$ cat config.mk
export PLATFORM = sky130hd
export DESIGN_NAME = lpddr3_odt_phase_gen
export DESIGN_NICKNAME = d
export VERILOG_FILES = /design/src/rtl/lpddr3_odt_phase_gen.sv
export SDC_FILE = /design/constraint.sdc
export NUM_CORES = 1
export LEC_CHECK = 0
export CAP_MARGIN = 20
export CELL_PAD_IN_SITES_DETAIL_PLACEMENT = 0
export CELL_PAD_IN_SITES_GLOBAL_PLACEMENT = 1
export CORE_MARGIN = 8
export CORE_UTILIZATION = 43
export CTS_CLUSTER_DIAMETER = 100
export DETAILED_ROUTE_END_ITERATION = 8
export PLACE_DENSITY_LB_ADDON = 0.3
export SLEW_MARGIN = 40
export SYNTH_ARGS = -nofsm -noshare
export SYNTH_HDL_FRONTEND = slang
export SYNTH_SLANG_ARGS = --single-unit
$ cat constraint.sdc
create_clock -name FAB_CLK -period 9.1 [get_ports FAB_CLK]
set_input_delay 1.82 -clock FAB_CLK [delete_from_list [all_inputs] [get_ports FAB_CLK]]
set_output_delay 1.82 -clock FAB_CLK [all_outputs]
set_load 0.02 [all_outputs]
$ cat src/rtl/lpddr3_odt_phase_gen.sv
// LPDDR3 ODT phase generator.
// Turns write-command events, tagged with a phase slot, into the 4-phase
// TX_DATA/OE_DATA lanes of the ODT pin's IOD output stage. It also sequences
// the IOD delay-line load/move/direction controls.
module lpddr3_odt_phase_gen #(
    parameter int LAT_MAX = 31,
    parameter int LEN_MAX = 31
) (
    input  logic       FAB_CLK,
    input  logic       TX_SYNC_RST,
    input  logic       WR_CMD_VALID,
    input  logic [1:0] WR_CMD_PHASE,
    input  logic [5:0] ODT_LAT,
    input  logic [5:0] ODT_LEN,
    input  logic       ODT_FORCE,
    output logic [3:0] TX_DATA,
    output logic [3:0] OE_DATA,
    output logic       ODT_ACTIVE,
    input  logic       DLY_LOAD_REQ,
    input  logic       DLY_REQ,
    input  logic       DLY_DIR,
    input  logic [7:0] DLY_TAPS,
    output logic       DLY_BUSY,
    output logic       DLY_DONE,
    output logic       DLY_ERR,
    output logic       DELAY_LINE_MOVE,
    output logic       DELAY_LINE_DIRECTION,
    output logic       DELAY_LINE_LOAD,
    input  logic       DELAY_LINE_OUT_OF_RANGE
);

    // Window depth in FAB_CLK cycles. It covers the furthest phase a command
    // can reach: phase 3 + LAT_MAX + LEN_MAX.
    localparam int DEPTH = (LAT_MAX + LEN_MAX + 3 + 3) / 4 + 1;
    localparam int WIN_W = 4 * DEPTH;
    localparam logic [5:0] LAT_MAX_V = 6'(LAT_MAX);
    localparam logic [5:0] LEN_MAX_V = 6'(LEN_MAX);

    typedef enum logic [2:0] {
        S_IDLE,
        S_LOAD,
        S_SETUP,
        S_MOVE,
        S_GAP,
        S_DONE
    } dly_state_e;

    logic [5:0]       lat_eff;
    logic [5:0]       len_eff;
    logic [6:0]       win_lo;
    logic [6:0]       win_hi;
    logic [WIN_W-1:0] cmd_mask;
    logic [WIN_W-1:0] win_q;
    logic [WIN_W-1:0] win_merged;
    logic [3:0]       tx_next;
    dly_state_e       state;
    logic [7:0]       tap_cnt;

    // Clamp latency to the supported range; a zero length acts as one phase.
    always_comb begin
        lat_eff = (ODT_LAT > LAT_MAX_V) ? LAT_MAX_V : ODT_LAT;
        len_eff = ODT_LEN;
        if (ODT_LEN == 6'd0) begin
            len_eff = 6'd1;
        end else if (ODT_LEN > LEN_MAX_V) begin
            len_eff = LEN_MAX_V;
        end
    end

    // Timeline window [win_lo, win_hi) in phases, counted from phase 0 of the next cycle.
    assign win_lo = 7'(WR_CMD_PHASE) + 7'(lat_eff);
    assign win_hi = win_lo + 7'(len_eff);

    // Build this cycle's command mask over the whole window register.
    always_comb begin
        // NOTE: default first, so that no path through the block leaves
        // cmd_mask unassigned and infers a latch.
        cmd_mask = '0;
        if (WR_CMD_VALID) begin
            for (int i = 0; i < WIN_W; i++) begin
                if ((7'(i) >= win_lo) && (7'(i) < win_hi)) begin
                    cmd_mask[i] = 1'b1;
                end
            end
        end
    end

    // OR-ing the new mask into the pending window merges overlapping or abutting windows.
    assign win_merged = win_q | cmd_mask;
    assign tx_next    = ODT_FORCE ? 4'hF : win_merged[3:0];

    // Shift the window one cycle (4 phases) and register the lane outputs.
    always_ff @(posedge FAB_CLK) begin
        // NOTE: non-blocking assignments throughout, so every register
        // samples its pre-edge value and there are no ordering races.
        if (TX_SYNC_RST) begin
            win_q      <= '0;
            TX_DATA    <= 4'h0;
            OE_DATA    <= 4'h0;
            ODT_ACTIVE <= 1'b0;
        end else begin
            win_q      <= {4'h0, win_merged[WIN_W-1:4]};
            TX_DATA    <= tx_next;
            OE_DATA    <= 4'hF;
            ODT_ACTIVE <= |tx_next;
        end
    end

    // Delay-line sequencer. Each output is set on entry to the state that owns it.
    always_ff @(posedge FAB_CLK) begin
        if (TX_SYNC_RST) begin
            state                <= S_IDLE;
            tap_cnt              <= 8'd0;
            DLY_BUSY             <= 1'b0;
            DLY_DONE             <= 1'b0;
            DLY_ERR              <= 1'b0;
            DELAY_LINE_MOVE      <= 1'b0;
            DELAY_LINE_DIRECTION <= 1'b0;
            DELAY_LINE_LOAD      <= 1'b0;
        end else begin
            DELAY_LINE_MOVE <= 1'b0;
            DELAY_LINE_LOAD <= 1'b0;
            DLY_DONE        <= 1'b0;
            case (state)
                S_IDLE: begin
                    if (DLY_LOAD_REQ) begin
                        state           <= S_LOAD;
                        DELAY_LINE_LOAD <= 1'b1;
                        DLY_BUSY        <= 1'b1;
                        DLY_ERR         <= 1'b0;
                    end else if (DLY_REQ) begin
                        state                <= S_SETUP;
                        tap_cnt              <= DLY_TAPS;
                        DELAY_LINE_DIRECTION <= DLY_DIR;
                        DLY_BUSY             <= 1'b1;
                        DLY_ERR              <= 1'b0;
                    end
                end
                S_LOAD: begin
                    state    <= S_DONE;
                    DLY_DONE <= 1'b1;
                end
                S_SETUP: begin
                    if (tap_cnt == 8'd0) begin
                        state    <= S_DONE;
                        DLY_DONE <= 1'b1;
                    end else begin
                        state           <= S_MOVE;
                        DELAY_LINE_MOVE <= 1'b1;
                    end
                end
                S_MOVE: begin
                    tap_cnt <= tap_cnt - 8'd1;
                    if (DELAY_LINE_OUT_OF_RANGE) begin
                        state    <= S_DONE;
                        DLY_DONE <= 1'b1;
                        DLY_ERR  <= 1'b1;
                    end else begin
                        state <= S_GAP;
                    end
                end
                S_GAP: begin
                    if (DELAY_LINE_OUT_OF_RANGE) begin
                        state    <= S_DONE;
                        DLY_DONE <= 1'b1;
                        DLY_ERR  <= 1'b1;
                    end else if (tap_cnt == 8'd0) begin
                        state    <= S_DONE;
                        DLY_DONE <= 1'b1;
                    end else begin
                        state           <= S_MOVE;
                        DELAY_LINE_MOVE <= 1'b1;
                    end
                end
                S_DONE: begin
                    state                <= S_IDLE;
                    DLY_BUSY             <= 1'b0;
                    DELAY_LINE_DIRECTION <= 1'b0;
                end
                default: begin
                    state    <= S_IDLE;
                    DLY_BUSY <= 1'b0;
                end
            endcase
        end
    end

endmodule
### Yosys cells after proc, flatten, opt, wreduce, memory -nomap -nowiden

Index checks and enable logic that the tools add are counted.

| word-level totals | value |
|---|---|
| register bits | 98 |
| input port bits | 30 |
| output and inout port bits | 15 |
| word-level logic and storage cells | 365 |

| cells by class | value |
|---|---|
| add/subtract/negate cells | 3 |
| $lt $le $gt $ge | 146 |
| eq/ne operators | 9 |
| multiplexer cells | 105 |
| bitwise logic cells | 3 |
| reduce and logical (&&, ||, !) cells | 86 |

Operator list:

| cell | count |
|---|---|
| greater-or-equal comparator 6 x 7 -> 1 bit (first input constant) | 32 |
| < comparator 6 x 7 -> 1 bit (first input constant) | 32 |
| greater-or-equal comparator 5 x 7 -> 1 bit (first input constant) | 16 |
| < comparator 5 x 7 -> 1 bit (first input constant) | 16 |
| 2-to-1 mux 1 bit | 86 |
| logical AND 1 bit | 72 |
| 2-to-1 mux 72 bit | 1 |
| bitwise OR 72 bit | 1 |
| greater-or-equal comparator 4 x 7 -> 1 bit (first input constant) | 8 |
| greater-or-equal comparator 7 bit (first input constant) | 8 |
| < comparator 4 x 7 -> 1 bit (first input constant) | 8 |
| < comparator 7 bit (first input constant) | 8 |
| greater-or-equal comparator 3 x 7 -> 1 bit (first input constant) | 4 |
| < comparator 3 x 7 -> 1 bit (first input constant) | 4 |
| 2-to-1 mux 6 bit | 3 |
| 2-to-1 mux 8 bit | 2 |
| case mux 8 bit (2 select lines) | 1 |
| case mux 3 bit (5 select lines) | 1 |
| greater-or-equal comparator 1 x 7 -> 1 bit (first input constant) | 2 |
| greater-or-equal comparator 2 x 7 -> 1 bit (first input constant) | 2 |
| < comparator 1 x 7 -> 1 bit (first input constant) | 2 |
| < comparator 2 x 7 -> 1 bit (first input constant) | 2 |
| greater-than comparator 6 x 5 -> 1 bit (second input constant) | 2 |
| 2-to-1 mux 3 bit | 4 |
| 21 further kinds | 35 |

### Logic depth before layout (Yosys ltp)

| logic depth | value |
|---|---|
| depth in word-level cells | 11 |
| gate-level depth with buffers | 19 |
| depth with buffers taken out | 15 |

### Worst setup path after synthesis

OpenSTA, ideal clock, no wires.

| timing path | value |
|---|---|
| path kind | input to register |
| start point | input port ODT_LAT[5] |
| end point | register win_q[33] |
| setup time | 0.117 ns |
| arrival time | 5.346 ns |
| setup slack | 3.637 ns |
| stages | 17 |
| buffers on the path | 3 |
| cells stage by stage | or2_2 > ha_1 > inv_1 > fa_1 > xnor2_1 > clkbuf_1 > inv_1 > ha_1 > buf_2 > a21oi_2 > nand2_1 > a21oi_1 > a31oi_2 > or2_1 > buf_6 > or4_1 > a22o_1 |

| on the way | value |
|---|---|
| cells in the longest elaborated chain, start to end | 9 |

RTL lines:

| element | RTL line | text |
|---|---|---|
| start: declaration | 13 | `input logic [5:0] ODT_LAT,` |
| greater-than comparator 6 x 5 -> 1 bit | 61 | `lat_eff = (ODT_LAT > LAT_MAX_V) ? LAT_MAX_V : ODT_LAT;` |
| 2-to-1 mux 6 bit * | 61 |  |
| adder 2 x 6 -> 7 bit * | 71 | `assign win_lo = 7'(WR_CMD_PHASE) + 7'(lat_eff);` |
| adder 7 x 6 -> 7 bit | 72 | `assign win_hi = win_lo + 7'(len_eff);` |
| < comparator 6 x 7 -> 1 bit | 81 | `if ((7'(i) >= win_lo) && (7'(i) < win_hi)) begin` |
| logical AND 1 bit * | 81 |  |
| 2-to-1 mux 1 bit * | 81 |  |
| 2-to-1 mux 72 bit * | 79 | `if (WR_CMD_VALID) begin` |
| bitwise OR 72 bit * | 89 | `assign win_merged = win_q \| cmd_mask;` |
| end signal: assignment | 102 | `win_q <= {4'h0, win_merged[WIN_W-1:4]};` |
| end: declaration | 53 | `logic [WIN_W-1:0] win_q;` |

Mark *: on every way between the ends. The rest lies on a longest branch, timed or not.
A chain may end at the register's enable or synchronous reset.

### Worst setup path in the final report

| timing path | value |
|---|---|
| start point | input port ODT_LAT[5] |
| end point | register win_q[36] |

Same word-level chain as after synthesis.

==> impl_metrics.ini <==
[sta]
relSlewSlack_pct = 41.06
rsz0062_at_grt = no
finalCriticalPeriod_ns = 6.590
worstMarginPinSlew_ns = 0.8783
skew_ns = 0.007714
worst_slack_ns = 2.510
fmax_mhz = 151.7
finalSetupViolations = 0
hold_viol_final = 0
timing.hold.ws_ns = 0.4312
finalCritPeriodShare_pct = 72.42
finalMaxSlewViolations = 0
tns_ns = 0

[global_route]
first_global_vias = 4383
grt_max_degree = 66
grt_pass1_wl_mm = 22.90
antenna_found_initial = 0
grt.total_usage_pct = 19.04
grt_overflow = 0

[clocking]
worstSkewPairLatency_ns = 0.34
clk_pin_slew_ns = 0.06
clockBufferDepth = 2
cts.sinks = 91
ctsHoldBuffers = 0
post_cts_buffers = 0
cts.htree.levels = 3
root_buffer = clkbuf_16
ctsResizeCount = 0
numCtsBuffers = 9
tritoncts = built

[power_and_ir_drop]
total_power_mw = 1.348
leakagePower_nw = 2.060
vdd_drop_max_mv = 0.1268
cellPowerDensity_nw_per_um2 = 234.5

[synth]
async_flop_share_pct = 0
synth-adder-area-share_pct = 3.089
synthMuxAreaShare_pct = 0.9620
ys_seq_elements = 91
syn_avg_cell_area_um2 = 8.196
yosys.area_share.xor_xnor_pct = 1.241
yosysWarnings = 0
yosysSeqAreaShare_pct = 36.86
synth_cells = 603
ys_types = 76
netlist.area_leader.share_pct = 36.86
synth_nets = 644
synth.area.top_cells = dfxtp_1, nor2_1, a21oi_1
netlist_area_um2 = 4942
synth_ff_type = dfxtp_1
synth_edf_count = 0
yosys.area_share.simple_pct = 22.84
synth.largest_area_cell = dfxtp_1
synth_compound_area_share_pct = 28.00
synth_top_family_by_area = compound AO/OA/AOI/OAI gates

[floorplanning]
dieArea_um2 = 15180
ioPinCount = 45
start_util_pct = 43.66
row_count = 39
die_y_um = 123.2
fp.coreArea_um2 = 11320
die_w_um = 123.2

[worst_setup_path]
endpoint = win_q[36]$_SDFF_PP0_
reg2reg_depth = 4
startpoint = ODT_LAT[5]
cp-start-kind = input port
critPathMaxFanout = 19
r2r-start = state[2]$_SDFFE_PP0P_
r2r_slack_ns = 6.96
critPathRequiredTime_ns = 9.34
r2r-end = tap_cnt[4]$_SDFFE_PP0P_
arrival_ns = 6.83
crit_slowest_cell = clkdlybuf4s50_1
path_class = input port to register
slowest_delay_ns = 0.60
cp_cell_sequence = clkdlybuf4s50_1 > or2_2 > ha_1 > inv_1 > fa_1 > o2bb2ai_1 > inv_1 > ha_1 > clkinv_1 > xnor2_1 > nor2_1 > a21oi_4 > buf_4 > a41oi_4 > a221oi_1
end_kind = register

[cells_and_area]
fill_cells = 1135
syn_to_final_growth_pct = 16.28
n_antenna_cell = 0
final_layout_size_suffix_gt1_share_pct = 9.410
layout_common_cells = dfxtp_1, nor2_1, a21oi_1
layout_commonest_cell = dfxtp_1
fin_nets = 664
post-route-util_pct = 50.76

[worst_hold_path]
hold_class = register to register
min_from = win_q[47]$_SDFF_PP0_

[routing]
drt_iter0_drc = 303
drtAntennaViolNets = 0
drtPass1Iterations = 7
drc_errors = 0
routed_wl_mm = 14.15
drt-vias-per-instance = 6.101
avgRoutedWirePerCell_um = 18.37
dr_total_vias = 4698

[placed_design]
pre_cts_slack_ns = 1.990
dp_hpwl_mm = 9.934
gp_congestion = 0.8765
io_buffers = 44

[flow_run]
maxCapViolCount = 0

[run_status]
status = complete, no violations
## synth_stat cells, drive strengths merged, types with 2 or more instances
cell	instances
a31oi	11
o211ai	2
dfxtp	91
buf	17
o2bb2ai	16
mux2i	2
a22o	4
o32ai	9
nor3	27
o31ai	11
a221o	2
and3	6
ha	9
nand3	7
a21o	3
a221oi	14
o311ai	5
a2111oi	3
nor4	18
a41oi	3
or2	8
fa	2
or4	9
o41ai	5
nand2b	6
inv	33
clkinv	3
nand2	40
o21ai	28
xnor2	6
a211oi	6
nor2	86
or3	2
clkbuf	23
a21oi	52
nand3b	2
and2	4
nand4	10
nor2b	3
## metrics by stage
stage / cell area, µm² / cells
2_1_floorplan: 4942 / 603
3_5_place_dp: 5405 / 755
3_3_place_gp: 5386 / 755
5_1_grt: 5747 / 770
4_1_cts: 5732 / 770
6_report: 5747 / 770
## where the power goes
part	switching [mW]	internal, mW
sequential	0.0338	0.460
combinational	0.294	0.153
clock	0.153	0.254
## worst max-delay path, delay by kind of cell
kind | cells | cell delay (ns)
simple gates | 2 | 0.30
compound gates | 4 | 1.45
fa+ha+maj | 3 | 1.23
xor+xnor | 1 | 0.50
buf+inv | 5 | 1.50
## how the worst min path moves through the flow
| stage | endpoint | slack (ns) | depth (start not counted) |
|---|---|---|---|
| floorplan | win_q[21]$_SDFF_PP0_ | 0.40 | 2 |
| global route | win_q[43]$_SDFF_PP0_ | 0.45 | 2 |
| CTS | win_q[43]$_SDFF_PP0_ | 0.43 | 2 |
| detailed placement | win_q[7]$_SDFF_PP0_ | 0.42 | 1 |
| global placement | win_q[1]$_SDFF_PP0_ | 0.41 | 2 |
| finish | win_q[43]$_SDFF_PP0_ | 0.43 | 2 |
## registers in the layout, indices dropped and copies added, names as in the netlist, 3 cells and up
name,count
tap_cnt,8
win_q,68
state,3
TX_DATA,4
## cell families after synthesis
kind of cell             count (synthesis)
adder cells (fa/ha/maj)                 11
flip-flops                              91
buffers and inverters                   76
AND/OR/NAND/NOR                        230
multiplexers                             3
AO/OA/AOI/OAI                          184
other                                    1
XOR/XNOR                                 7
## metal layers
layer / share of wire, % / vias up / GRT usage (%)
met5: 0 / - / 0
met4: 1.7 / 0 / 7.299
met3: 6.9 / 19 / 3.151
met2: 45 / 183 / 28.89
met1: 46 / 2235 / 26.47
li1: - / 2261 / -
## cell type report
| class | instances | area (µm²) | share of cell area [%] |
|---|---|---|---|
| clock inverters | 4 | 73.82 | 1.285 |
| flip-flops and latches | 91 | 1822 | 31.70 |
| inverters | 36 | 135.1 | 2.351 |
| multi-input cells | 436 | 2811 | 48.92 |
| well taps | 143 | 178.9 | 3.113 |
| clock buffers | 11 | 252.7 | 4.398 |
| repair buffers | 49 | 473.0 | 8.230 |
(Power assumes the default switching activity.)
